===== src/rtl/spi_cfg_pkg.sv =====
// spi_cfg_pkg: shared definitions for the SPI control path.
//   arb_state_t   - arbiter FSM state encoding
//   CMD_WR/CMD_RD - spi_cmd codes understood by the transaction engine
//   DEFAULT_WIDTH - default transaction bit count
package spi_cfg_pkg;

    typedef enum logic [1:0] {
        ST_IDLE  = 2'd0,
        ST_ISSUE = 2'd1,
        ST_WAIT  = 2'd2,
        ST_DONE  = 2'd3
    } arb_state_t;

    localparam logic [1:0] CMD_WR        = 2'b00;
    localparam logic [1:0] CMD_RD        = 2'b01;
    localparam logic [7:0] DEFAULT_WIDTH = 8'd24;

endpackage


===== src/rtl/rr_pick.sv =====
// rr_pick: combinational round-robin first-one finder.
//   i_req   [N_REQ-1:0] request vector
//   i_ptr   [2:0]       highest-priority index (must be < N_REQ)
//   o_valid             at least one request is set
//   o_idx   [2:0]       first set request searching i_ptr, i_ptr+1, ... with wrap
module rr_pick #(
    parameter int unsigned N_REQ = 3
) (
    input  logic [N_REQ-1:0] i_req,
    input  logic [2:0]       i_ptr,
    output logic             o_valid,
    output logic [2:0]       o_idx
);

    always_comb begin
        o_valid = 1'b0;
        o_idx   = '0;
        for (int unsigned k = 0; k < N_REQ; k++) begin
            int unsigned j;
            j = {29'd0, i_ptr} + k;
            if (j >= N_REQ) j = j - N_REQ;
            if (!o_valid && i_req[j]) begin
                o_valid = 1'b1;
                o_idx   = 3'(j);
            end
        end
    end

endmodule


===== src/rtl/spi_txn_arbiter.sv =====
// spi_txn_arbiter: round-robin arbiter sharing one SPI transaction engine
// between N_REQ requesters. Serializes transactions, latches the winner's
// fields and returns a one-cycle ack per completed transaction.
//   clk, rst_n        control clock, async active-low reset
//   req/req_cmd/req_wrdata/req_width  per-requester request level and fields
//   ack, err          one-cycle completion / timeout-abort pulses
//   busy, grant_id    arbiter occupied, current or most recent winner
//   spi_start/spi_cmd/spi_wrdata/spi_width/spi_done  engine handshake
// Optional feature: define SPI_ARB_TIMEOUT_EN to abort a WAIT that lasts
// TIMEOUT_CYC cycles without spi_done (err pulse instead of ack).
module spi_txn_arbiter
    import spi_cfg_pkg::*;
#(
    parameter int unsigned N_REQ       = 3,
    parameter int unsigned DATA_W      = 24,
    parameter logic [15:0] TIMEOUT_CYC = 16'd4095
) (
    input  logic                    clk,
    input  logic                    rst_n,
    input  logic [N_REQ-1:0]        req,
    input  logic [2*N_REQ-1:0]      req_cmd,
    input  logic [DATA_W*N_REQ-1:0] req_wrdata,
    input  logic [8*N_REQ-1:0]      req_width,
    output logic [N_REQ-1:0]        ack,
    output logic [N_REQ-1:0]        err,
    output logic                    busy,
    output logic [2:0]              grant_id,
    output logic                    spi_start,
    output logic [1:0]              spi_cmd,
    output logic [DATA_W-1:0]       spi_wrdata,
    output logic [7:0]              spi_width,
    input  logic                    spi_done
);

    arb_state_t          r_state;
    arb_state_t          w_state_nxt;
    logic [2:0]          r_ptr;
    logic [2:0]          r_grant;
    logic [N_REQ-1:0]    r_ack;
    logic [1:0]          r_cmd;
    logic [DATA_W-1:0]   r_wrdata;
    logic [7:0]          r_width;
    logic                w_valid;
    logic [2:0]          w_idx;
    logic [1:0]          w_sel_cmd;
    logic [DATA_W-1:0]   w_sel_wrdata;
    logic [7:0]          w_sel_width;
    logic                w_timeout;

    rr_pick #(.N_REQ(N_REQ)) u_pick (
        .i_req   (req),
        .i_ptr   (r_ptr),
        .o_valid (w_valid),
        .o_idx   (w_idx)
    );

    // Winner's field slices, selected by mux to avoid a narrow index product.
    always_comb begin
        w_sel_cmd    = '0;
        w_sel_wrdata = '0;
        w_sel_width  = '0;
        for (int unsigned i = 0; i < N_REQ; i++) begin
            if (w_idx == 3'(i)) begin
                w_sel_cmd    = req_cmd[2*i +: 2];
                w_sel_wrdata = req_wrdata[DATA_W*i +: DATA_W];
                w_sel_width  = req_width[8*i +: 8];
            end
        end
    end

`ifdef SPI_ARB_TIMEOUT_EN
    logic [15:0]      r_cnt;
    logic [N_REQ-1:0] r_err;

    // Counter is 0 in the first WAIT cycle, so TIMEOUT_CYC-1 marks the last one.
    assign w_timeout = (r_state == ST_WAIT) && (r_cnt == TIMEOUT_CYC - 16'd1);

    always_ff @(posedge clk or negedge rst_n) begin
        if (!rst_n) begin
            r_cnt <= '0;
            r_err <= '0;
        end else begin
            r_err <= '0;
            if (r_state == ST_ISSUE) begin
                r_cnt <= '0;
            end else if (r_state == ST_WAIT) begin
                r_cnt <= r_cnt + 16'd1;
                if (!spi_done && w_timeout) begin
                    for (int unsigned i = 0; i < N_REQ; i++) begin
                        if (r_grant == 3'(i)) r_err[i] <= 1'b1;
                    end
                end
            end
        end
    end

    assign err = r_err;
`else
    assign w_timeout = 1'b0;
    assign err       = '0;
`endif

    always_comb begin
        w_state_nxt = r_state;
        case (r_state)
            ST_IDLE:  if (w_valid) w_state_nxt = ST_ISSUE;
            ST_ISSUE: w_state_nxt = ST_WAIT;
            ST_WAIT:  if (spi_done || w_timeout) w_state_nxt = ST_DONE;
            ST_DONE:  w_state_nxt = ST_IDLE;
            default:  w_state_nxt = ST_IDLE;
        endcase
    end

    always_ff @(posedge clk or negedge rst_n) begin
        if (!rst_n) begin
            r_state  <= ST_IDLE;
            r_ptr    <= '0;
            r_grant  <= '0;
            r_ack    <= '0;
            r_cmd    <= '0;
            r_wrdata <= '0;
            r_width  <= '0;
        end else begin
            r_state <= w_state_nxt;
            r_ack   <= '0;
            case (r_state)
                ST_IDLE: begin
                    if (w_valid) begin
                        r_grant  <= w_idx;
                        r_cmd    <= w_sel_cmd;
                        r_wrdata <= w_sel_wrdata;
                        r_width  <= w_sel_width;
                    end
                end
                ST_WAIT: begin
                    if (spi_done) begin
                        for (int unsigned i = 0; i < N_REQ; i++) begin
                            if (r_grant == 3'(i)) r_ack[i] <= 1'b1;
                        end
                    end
                end
                ST_DONE: begin
                    r_ptr <= (r_grant == 3'(N_REQ - 1)) ? 3'd0 : r_grant + 3'd1;
                end
                default: ;
            endcase
        end
    end

    assign ack        = r_ack;
    assign busy       = (r_state != ST_IDLE);
    assign spi_start  = (r_state == ST_ISSUE);
    assign grant_id   = r_grant;
    assign spi_cmd    = r_cmd;
    assign spi_wrdata = r_wrdata;
    assign spi_width  = r_width;

endmodule


===== config.mk =====
export PLATFORM = sky130hd
export DESIGN_NAME = spi_txn_arbiter
export DESIGN_NICKNAME = d
export VERILOG_FILES = /design/src/rtl/spi_cfg_pkg.sv /design/src/rtl/rr_pick.sv /design/src/rtl/spi_txn_arbiter.sv
export SDC_FILE = /design/constraint.sdc
export NUM_CORES = 1
export LEC_CHECK = 0
export CORE_MARGIN = 2
export CORE_UTILIZATION = 44
export CTS_BUF_LIST = sky130_fd_sc_hd__clkbuf_4 sky130_fd_sc_hd__clkbuf_8 sky130_fd_sc_hd__clkbuf_16
export CTS_CLUSTER_SIZE = 30
export DETAILED_ROUTE_END_ITERATION = 12
export PLACE_DENSITY = 0.87
export SYNTH_ARGS = -nofsm -noshare
export SYNTH_HDL_FRONTEND = slang
export SYNTH_SLANG_ARGS = --single-unit

===== constraint.sdc =====
create_clock -name clk -period 5.85 [get_ports clk]
set_input_delay 1.4625 -clock clk [delete_from_list [all_inputs] [get_ports clk]]
set_output_delay 1.4625 -clock clk [all_outputs]
set_load 0.02 [all_outputs]

==> impl_results.md, run 1 <==
- WP data arrival: 4.14 ns
- Slew Limit Fails: 0
- Sink Count: 45
- Die ar.: 7670 um^2
- Status: finished clean
- Initial DRC count: 88
- Min Hold Slack: 0.484 ns
- Cell area after synthesis: 3070 um^2
- Postcts setup bufs: 0
- Max Clk Rate: 252 MHz
- Final worst path period need: 3.97 ns
- N_diodes: 0
- Pwr/cell area: 589 nW/um^2
- Crit Reg-Reg Endpoint: spi_wrdata[23]
- Chip width: 87.6 um
- Seq pwr share: 20.2%
- Critical Path, Cell by Cell: ha_1 > inv_1 > ha_1 > or4b_4 > o22a_1 > a41oi_1 > o21a_2 > mux2_2 > mux2i_1 > o21ai_0
- Seq cells post-synth: 45
- Slew Limit Headroom: 32.4%
- Internal: 1.50 mW
- CP max stage cell: o21a_2
- Hold Crit Class: flop to flop
- Mapped Avg Cell Area: 10.0 um^2
- Hold Path Origin: spi_cmd[1]
- Sequential area share after synthesis: 36.6%
- Die Y: 87.6 um
- Multi-input gate area: 1750 um^2
- H-tree depth: 2
- Nets@finish: 566
- Post-route setup TNS: 0 ns
- Sw Ratio: 45.5%
- Fill cells: 554
- CTS tree: built
- Avg Vias per Cell: 5.17
- # DRC: 0
- Warnings, synthesis: 0
- Crit path kind: flop to flop
- Register area: 1130 um^2
- CP Data Required Time: 6.02 ns
- Critical path fanouts, max: 37
- Hold Violations, Final: 0
- Clk_skew: 0.00498 ns
- I/O Buffers: 149
- Worst-skew pair later-pin latency: 0.30 ns
- Most common cell on crit path: ha_1
- CTS buffer count: 5
- Max-Cap Viols: 0
- Post-CTS sizing: 0
- # hold bufs at CTS: 0
- Largest net degree at the start of global routing: 46
- Least-Margin Pin Slew: 1.01 ns
- All-Layer GR Usage: 22.4%
- Hold depth: 2
- Min-Delay Endpoint: spi_cmd[1]
- Initial antenna violation count: 0
- Number of synthesized flops with an enable pin: 0
- Family with the most delay on the worst path: compound AO/OA/AOI/OAI gates
- Clock network fraction of total power: 9.1%
- Synth area leaders: dfrtp_1, mux2i_1, mux2_1
- Post-synthesis async set-or-reset flop share: 100%
- Ports: 153
- Area Overhead vs Synth: 51.6%
- Setup Viol. Count Final: 0
- Critical path capture point type: flop
- Commonest non-fill, non-tap cell in the layout: clkdlybuf4s50_1
- Tcrit/Tclk final: 67.8%
- Cell variety after synth: 50
- Flop2flop setup slack: 1.88 ns
- Core area: 6790 um^2
- GRT overflow: 0
- Sw Pwr: 1.25 mW
- Drt total wl: 8870 um
- Lkg Pwr: 2.09 nW
- CP peak stage delay: 0.74 ns
- Largest area contributor in the netlist: dfrtp_1
- Share of the synthesized area in the top cell type: 36.6%
- Gate power share: 70.7%
- Startpoint Class: flop
- Unrepaired setup endpoints after global routing: no
- Wire length per cell: 16.3 um
- Vias: 2807
- First-pass GRT wire length: 13400 um
- Worst path bufs/invs: 1
- Peak supply drop: 0.266 mV
- Most frequent cells in the layout: clkdlybuf4s50_1, nand2_1, dfrtp_1, mux2i_1, o21ai_1
- Bufs on Longest Clock Path: 2
- R2r worst-path depth: 10
- Vias in the first global route: 2851
- Clk slew on worst S/H paths: 0.09 ns
- Starting density of the core: 45.2%
- Cells after synthesis: 307
- HPWL after detailed placement: 6930 um
- Dominant synthesized flop cell: dfrtp_1
- Final Wtd Congestion: 0.857
- Num rows: 30
- Root buf cell: clkbuf_8
- Share of cells above drive strength 1: 6.26%
- DR pass1 iterations: 4
- Worst path depth: 10
- RR Startpoint: r_ptr[0]
- Antenna Nets Post-Route: 0
-- sequential cells by signal (all words and copies together), names as in the netlist --
signal,cells
grant_id,3
spi_width,8
ack,3
spi_cmd,2
r_state,2
spi_wrdata,24
r_ptr,3
-- metrics by stage --
step	utilization [%]	worst slack [ns]	area [um^2]	std cells	power, mW
2_1_floorplan	-	2.81	3080	309	2.05
3_3_place_gp	66.8	1.77	4540	535	2.44
3_5_place_dp	66.8	1.67	4540	535	2.51
4_1_cts	68.6	1.90	4660	543	2.77
5_1_grt	68.6	1.69	4660	543	2.95
6_report	68.6	1.88	4660	543	2.75
-- tightest hold or removal path, stage by stage, from the launching register on --
cell and delay (ns):
dfrtp_1 0.35, nand2_1 0.04, o21ai_0 0.06
-- cells in the mapped netlist (5+ instances only) --
| library cell | count |
|---|---|
| nand2b_1 | 5 |
| nor2_1 | 7 |
| buf_2 | 5 |
| nand2_1 | 45 |
| dfrtp_1 | 45 |
| inv_1 | 10 |
| mux2_1 | 25 |
| mux2_2 | 8 |
| o21ai_1 | 30 |
| mux2i_1 | 37 |
| buf_6 | 6 |
| o21ai_0 | 8 |
| ha_1 | 12 |
| clkbuf_1 | 6 |
-- routing by layer --
metal | GRT usage (%) | wire length, um | vias up
met5 | 0 | 0 | -
met4 | 4.34 | 129 | 0
met3 | 6.60 | 614 | 13
met2 | 40.2 | 4700 | 99
met1 | 26.8 | 3420 | 1337
li1 | - | - | 1358
-- power by group through the flow --
stage	Sequential [mW]	Combinational, mW	Clock, mW
2_1_floorplan	0.667	1.38	0
3_3_place_gp	0.551	1.89	0
3_5_place_dp	0.561	1.95	0
4_1_cts	0.554	1.96	0.255
5_1_grt	0.573	2.10	0.270
6_report	0.554	1.94	0.249
-- worst max path at each step --
stage                  start        endpoint  slack, ns
floorplan           r_ptr[0]  spi_wrdata[18]       2.81
global placement      req[0]    spi_width[6]       1.77
detailed placement    req[0]   spi_wrdata[3]       1.67
CTS                 r_ptr[0]    spi_width[3]       1.90
global route        r_ptr[0]  spi_wrdata[23]       1.69
finish              r_ptr[0]  spi_wrdata[23]       1.88
-- final cells by class --
type,count,share of cell area [%]
multi-input cells,232,37.5
repair buffers,152,32.4
flip-flops and latches,45,24.2
well taps,96,2.58
clock buffers,6,1.77
clock inverters,2,0.806
inverters,10,0.806
-- cells by family (layout without fill, tap and decap cells) --
group	Yosys count	in the layout	synth area share, %
simple gates	81	81	12.9
mux	70	70	24.1
compound gates	63	63	13.6
flops	45	45	36.6
buf+inv	32	170	6.84
fa+ha+maj	12	12	4.89
xor+xnor	3	3	0.855
other cells	1	3	0.122
Note: power is estimated with default switching activity, not from simulation.
==> inputs of run 2 (changes only) <==
--- a/config.mk
+++ b/config.mk
@@ -6,11 +6,11 @@
 export NUM_CORES = 1
 export LEC_CHECK = 0
 export CORE_MARGIN = 2
-export CORE_UTILIZATION = 44
+export CORE_UTILIZATION = 37
 export CTS_BUF_LIST = sky130_fd_sc_hd__clkbuf_4 sky130_fd_sc_hd__clkbuf_8 sky130_fd_sc_hd__clkbuf_16
 export CTS_CLUSTER_SIZE = 30
 export DETAILED_ROUTE_END_ITERATION = 12
-export PLACE_DENSITY = 0.87
+export PLACE_DENSITY = 0.78
 export SYNTH_ARGS = -nofsm -noshare
 export SYNTH_HDL_FRONTEND = slang
 export SYNTH_SLANG_ARGS = --single-unit
==> constraint.sdc (replaced) <==
create_clock -name clk -period 3.3 [get_ports clk]
set_input_delay 0.825 -clock clk [delete_from_list [all_inputs] [get_ports clk]]
set_output_delay 0.825 -clock clk [all_outputs]
set_load 0.02 [all_outputs]
==> impl_results.md, run 2 (synthesis gave the netlist of run 1 again) <==
- Status: finished clean
- Wire length per cell: 15.0 um (-8.4%)
- Startpoint Class: flop
- Max reg flops: 24 (unchanged)
- Avg Vias per Cell: 4.98 (-3.7%)
- Die Y: 95.1 um (+8.6%)
- Place WS: 0.127 ns (-1.54 ns)
- Root buf cell: clkbuf_8
- Critical path capture point type: flop
- Max Clk Rate: 319 MHz (+27%)
- Post-Place Cells: 552 (+3.2%)
- Clk slew on worst S/H paths: 0.08 ns (about the same)
- WP data arrival: 3.31 ns (-0.83 ns)
- Crit path kind: flop to flop
- Core Util, Final: 58.9% (-9.6 points)
- Fill cells: 703 (+27%)
- Setup Viol. Count Final: 0 (unchanged)
- Critical path fanouts, max: 23 (-38%)
- Post-route setup TNS: 0 ns (unchanged)
- Dpl cell area: 4660 um^2 (+2.7%)
- GRT overflow: 0 (unchanged)
- Nets@finish: 576 (+1.8%)
- Ports: 153 (unchanged)
- Least-Margin Pin Slew: 1.01 ns (-0.00810 ns)
- CP Data Required Time: 3.48 ns (-2.54 ns)
- Peak supply drop: 0.610 mV (+130%)
- # hold bufs at CTS: 0 (unchanged)
- Vias in the first global route: 2707 (-5.1%)
- Starting density of the core: 37.8% (-7.5 points)
- Most frequent cells in the layout: clkdlybuf4s50_1, nand2_1, dfrtp_1, mux2i_1, o21ai_1
- Sink Count: 45 (unchanged)
- Drt total wl: 8410 um (-5.2%)
- M2 GR Usage: 31.8% (-8.3 points)
- Final Instance Area: 4790 um^2 (+2.9%)
- Tcrit/Tclk final: 94.9% (+27 points)
- Final WS setup: 0.167 ns (-1.71 ns)
- Initial DRC count: 89 (+1.1%)
- Pwr/cell area: 1070 nW/um^2 (+82%)
- Vias: 2798 (-0.32%)
- Num rows: 33 (+10%)
- CTS buffer count: 5 (unchanged)
- Commonest non-fill, non-tap cell in the layout: clkdlybuf4s50_1
- CTS tree: built
- Clk_skew: 0.00948 ns (+0.00450 ns)
- Met3 Resource Use GR: 3.40% (-3.2 points)
- I/O Buffers: 149 (unchanged)
- Chip width: 95.1 um (+8.6%)
- First-pass GRT wire length: 13100 um (-2.5%)
- Slew Limit Headroom: 33.0% (+0.54 points)
- Worst-skew pair later-pin latency: 0.30 ns (about the same)
- H-tree depth: 2 (unchanged)
- Share of cells above drive strength 1: 8.32% (+2.1 points)
- Final Non-Filler Cells: 562 (+3.5%)
- Core area: 8130 um^2 (+20%)
- N_diodes: 0 (unchanged)
- Hold Violations, Final: 0 (unchanged)
- All-Layer GR Usage: 18.3% (-4.1 points)
- Post-CTS sizing: 0 (unchanged)
- Largest net degree at the start of global routing: 46 (unchanged)
- Die ar.: 9050 um^2 (+18%)
- Max-Cap Viols: 0 (unchanged)
- Initial antenna violation count: 0 (unchanged)
- Lkg Pwr: 2.15 nW (+3.3%)
- HPWL after detailed placement: 6510 um (-6.2%)
- Met1 usage: 23.4% (-3.4 points)
- GR peak layer: met2
- Final Wtd Congestion: 0.880 (+2.6%)
- Final worst path period need: 3.13 ns (-0.836 ns)
- Antenna Nets Post-Route: 0 (unchanged)
- Slew Limit Fails: 0 (unchanged)
- Unrepaired setup endpoints after global routing: no
- Area Overhead vs Synth: 56.0%
- DR pass1 iterations: 4 (unchanged)
- Bufs on Longest Clock Path: 2 (unchanged)
- Hold Crit Class: flop to flop
- # DRC: 0 (unchanged)
run 2: cell types whose count changed in the layout (fill, tap and decap cells not counted):
cell,previous run,this run
buf_4,3,9
buf_12,0,4
run 2: through the flow:
| step | hold slack [ns] | power (mW) |
|---|---|---|
| floorplan | 0.528 | 3.64 |
| global placement | 0.464 | 4.64 |
| detailed placement | 0.470 | 4.74 |
| CTS | 0.490 | 5.18 |
| global route | 0.518 | 5.56 |
| finish | 0.484 | 5.15 |
run 2: path summary, 6_finish.rpt:
path	startpoint	endpoint	slack, ns	depth (start not counted)
max in group asynchronous	rst_n	spi_wrdata[10]	1.99	1
hold reg to reg	spi_cmd[0]	spi_cmd[0]	0.48	1
hold / removal	spi_cmd[0]	spi_cmd[0]	0.48	1
setup / recovery	r_ptr[0]	spi_wrdata[12]	0.17	11
min in group asynchronous	rst_n	ack[1]	0.69	1
setup reg to reg	r_ptr[0]	spi_wrdata[12]	0.17	11
run 2: repair_timing:
| action | in CTS | in global routing |
|---|---|---|
| endpoints found under the setup margin | 0 | 7 |
| setup buffers | 0 | 2 |
| endpoints found under the hold margin | 0 | 0 |
run 2: cell type report:
class                           count  area [um^2]  share of cell area (%)
Multi-Input combinational cell    232         1750                    36.4
Tap cell                          105          131                    2.74
Clock inverter                      2         37.5                   0.783
Sequential cell                    45         1130                    23.5
Clock buffer                        6         82.6                    1.72
Timing Repair Buffer              162         1630                    34.1
Inverter                           10         37.5                   0.783
run 2: worst max-delay path, cell delays in order, from the launching register on:
cell and delay, ns:
dfrtp_1 0.36, buf_4 0.20, inv_1 0.10, ha_1 0.30
or4b_4 0.54, o22a_1 0.25, a41oi_1 0.20, o21a_2 0.24
buf_12 0.20, mux2_1 0.33, mux2i_1 0.19, o21ai_1 0.08
run 2: where the power goes:
part | switching (mW) | internal [mW] | leakage [nW]
Combinational | 1.92 | 1.86 | 1.53
Clock | 0.182 | 0.246 | 0.0574
Sequential | 0.146 | 0.801 | 0.571
run 2: per-layer routing:
| metal | vias to the layer above | wire length (um) |
|---|---|---|
| met3 | 9 | 669 |
| met4 | 0 | 90 |
| met5 | - | 0 |
| met2 | 101 | 4150 |
| met1 | 1316 | 3500 |
| li1 | 1372 | - |
==> inputs of run 3 (changes only) <==
--- a/config.mk
+++ b/config.mk
@@ -5,11 +5,12 @@
 export SDC_FILE = /design/constraint.sdc
 export NUM_CORES = 1
 export LEC_CHECK = 0
-export CORE_MARGIN = 2
+export CORE_MARGIN = 1.5
 export CORE_UTILIZATION = 37
 export CTS_BUF_LIST = sky130_fd_sc_hd__clkbuf_4 sky130_fd_sc_hd__clkbuf_8 sky130_fd_sc_hd__clkbuf_16
 export CTS_CLUSTER_SIZE = 30
 export DETAILED_ROUTE_END_ITERATION = 12
+export MAX_ROUTING_LAYER = met4
 export PLACE_DENSITY = 0.78
 export SYNTH_ARGS = -nofsm -noshare
 export SYNTH_HDL_FRONTEND = slang
==> impl_results.md, run 3 (synthesis gave the netlist of run 1 again) <==
- Vias: 2822 (+0.86%)
- Initial antenna violation count: 0 (unchanged)
- Hold Crit Class: flop to flop
- Critical Path, Cell by Cell: ha_1 > inv_1 > ha_1 > or4b_4 > o22a_1 > a41oi_1 > o21a_2 > buf_12 > mux2_1 > mux2i_1 > o21ai_1
- CTS tree: built
- GRT overflow: 0 (unchanged)
- Min Hold Slack: 0.480 ns (-0.00404 ns)
- Chip width: 94.1 um (-1.1%)
- Avg Vias per Cell: 5.03 (+1.0%)
- First-pass GRT wire length: 13200 um (+0.84%)
- Num rows: 33 (unchanged)
- Least-Margin Pin Slew: 1.02 ns (+0.0168 ns)
- # hold bufs at CTS: 0 (unchanged)
- Hold Path Origin: spi_cmd[0]
- Die Y: 94.1 um (-1.1%)
- Postcts setup bufs: 0 (unchanged)
- Bufs on Longest Clock Path: 2 (unchanged)
- Core area: 8130 um^2 (unchanged)
- Post-CTS sizing: 0 (unchanged)
- Sink Count: 45 (unchanged)
- Crit path from: r_ptr[0]
- Initial DRC count: 68 (-24%)
- Flop2flop setup slack: 0.24 ns (+0.07 ns)
- Worst-skew pair later-pin latency: 0.30 ns (about the same)
- Wire length per cell: 15.0 um (+0.11%)
- Post-route setup TNS: 0 ns (unchanged)
- Antenna Nets Post-Route: 0 (unchanged)
- Max Clk Rate: 326 MHz (+2.3%)
- Slew Limit Fails: 0 (unchanged)
- Root buf cell: clkbuf_8
- Hold Violations, Final: 0 (unchanged)
- Fill cells: 719 (+2.3%)
- DR pass1 iterations: 4 (unchanged)
- Die ar.: 8860 um^2 (-2.1%)
- Final worst path period need: 3.06 ns (-0.0693 ns)
- Critical path capture point type: flop
- Pwr/cell area: 1060 nW/um^2 (-1.5%)
- Area Overhead vs Synth: 55.1%
- Crit path capture: spi_wrdata[15]
- Starting density of the core: 37.8% (unchanged)
- Startpoint Class: flop
- H-tree depth: 2 (unchanged)
- CTS buffer count: 5 (unchanged)
- Family with the most delay on the worst path: compound AO/OA/AOI/OAI gates
- Setup Viol. Count Final: 0 (unchanged)
- Ports: 153 (unchanged)
- Unrepaired setup endpoints after global routing: no
- Most frequent cells in the layout: clkdlybuf4s50_1, nand2_1, dfrtp_1, mux2i_1, o21ai_1
- I/O Buffers: 149 (unchanged)
- Final Wtd Congestion: 0.941 (+6.9%)
- HPWL after detailed placement: 6440 um (-1.0%)
- CP Data Required Time: 3.48 ns (about the same)
- Lkg Pwr: 2.15 nW (-0.38%)
- Status: finished clean
- Tcrit/Tclk final: 92.8% (-2.1 points)
- Slew Limit Headroom: 31.9% (-1.1 points)
- Worst path depth: 11 (unchanged)
- Crit Reg-Reg Endpoint: spi_wrdata[15]
- R2r worst-path depth: 11 (unchanged)
- Nets@finish: 576 (unchanged)
- CP max stage cell: or4b_4
- Most common cell on crit path: ha_1
- Max reg flops: 24 (unchanged)
- Drt total wl: 8410 um (about the same)
- Clk_skew: 0.0149 ns (+0.00543 ns)
- Largest net degree at the start of global routing: 46 (unchanged)
- Critical path fanouts, max: 31 (+35%)
- Worst path bufs/invs: 2 (-1)
- Share of cells above drive strength 1: 8.11% (-0.20 points)
- Crit path kind: flop to flop
- Max-Cap Viols: 0 (unchanged)
- RR Startpoint: r_ptr[0]
- # DRC: 0 (unchanged)
- Peak supply drop: 0.811 mV (+33%)
- All-Layer GR Usage: 19.5% (+1.3 points)
- WP data arrival: 3.24 ns (-0.07 ns)
- N_diodes: 0 (unchanged)
- Vias in the first global route: 2817 (+4.1%)
- CP peak stage delay: 0.55 ns (about the same)
- Commonest non-fill, non-tap cell in the layout: clkdlybuf4s50_1
- Clk slew on worst S/H paths: 0.09 ns (about the same)
[run 3: worst reg2reg max path, stage by stage, from the launching register on]
cell     delay (ns)
dfrtp_1        0.40
ha_1           0.22
inv_1          0.07
ha_1           0.23
or4b_4         0.55
o22a_1         0.25
a41oi_1        0.21
o21a_2         0.20
buf_12         0.21
mux2_1         0.38
mux2i_1        0.16
o21ai_1        0.08
[run 3: how the worst min path moves through the flow]
stage / cells past startpoint / slack (ns) / end
2_1_floorplan: 0 / 0.53 / ack[0]
3_3_place_gp: 1 / 0.46 / spi_cmd[0]
3_5_place_dp: 1 / 0.47 / spi_width[7]
4_1_cts: 1 / 0.49 / spi_cmd[0]
5_1_grt: 1 / 0.50 / spi_cmd[0]
6_report: 1 / 0.48 / spi_cmd[0]
[run 3: area by class of cell]
type                       count  area [um^2]  area share (%)
clock buffer                   5         68.8            1.44
timing repair buffer         162         1620            34.0
tap                          105          131            2.76
sequential                    45         1130            23.6
clock inverter                 2         35.0           0.735
inverter                      10         37.5           0.788
multi-input combinational    232         1750            36.6
[run 3: power breakdown]
| group | internal [mW] | switching, mW | total [mW] |
|---|---|---|---|
| Sequential | 0.801 | 0.145 | 0.946 |
| Clock | 0.220 | 0.181 | 0.402 |
| Combinational | 1.80 | 1.89 | 3.69 |
[run 3: metrics by stage]
step                      total power [mW]  util, %  cells  cell area, um^2  worst slack (ns)
final                                 5.04     58.6    561             4770             0.236
after global routing                  5.44     58.6    561             4770            0.0877
after CTS                             5.10     58.6    561             4770             0.233
after detailed placement              4.69     57.3    554             4660             0.201
after global placement                4.59     57.3    554             4660             0.253
after floorplan                       3.64        -    309             3080             0.256
[run 3: per-layer routing]
layer	vias to the layer above	share of wire, %	global-route usage [%]	routed length (um)
met5	-	0	-	0
met4	0	1.3	4.73	108
met1	1319	43	23.2	3620
met2	121	48	34.5	4070
met3	7	7.2	3.32	607
li1	1375	-	-	-
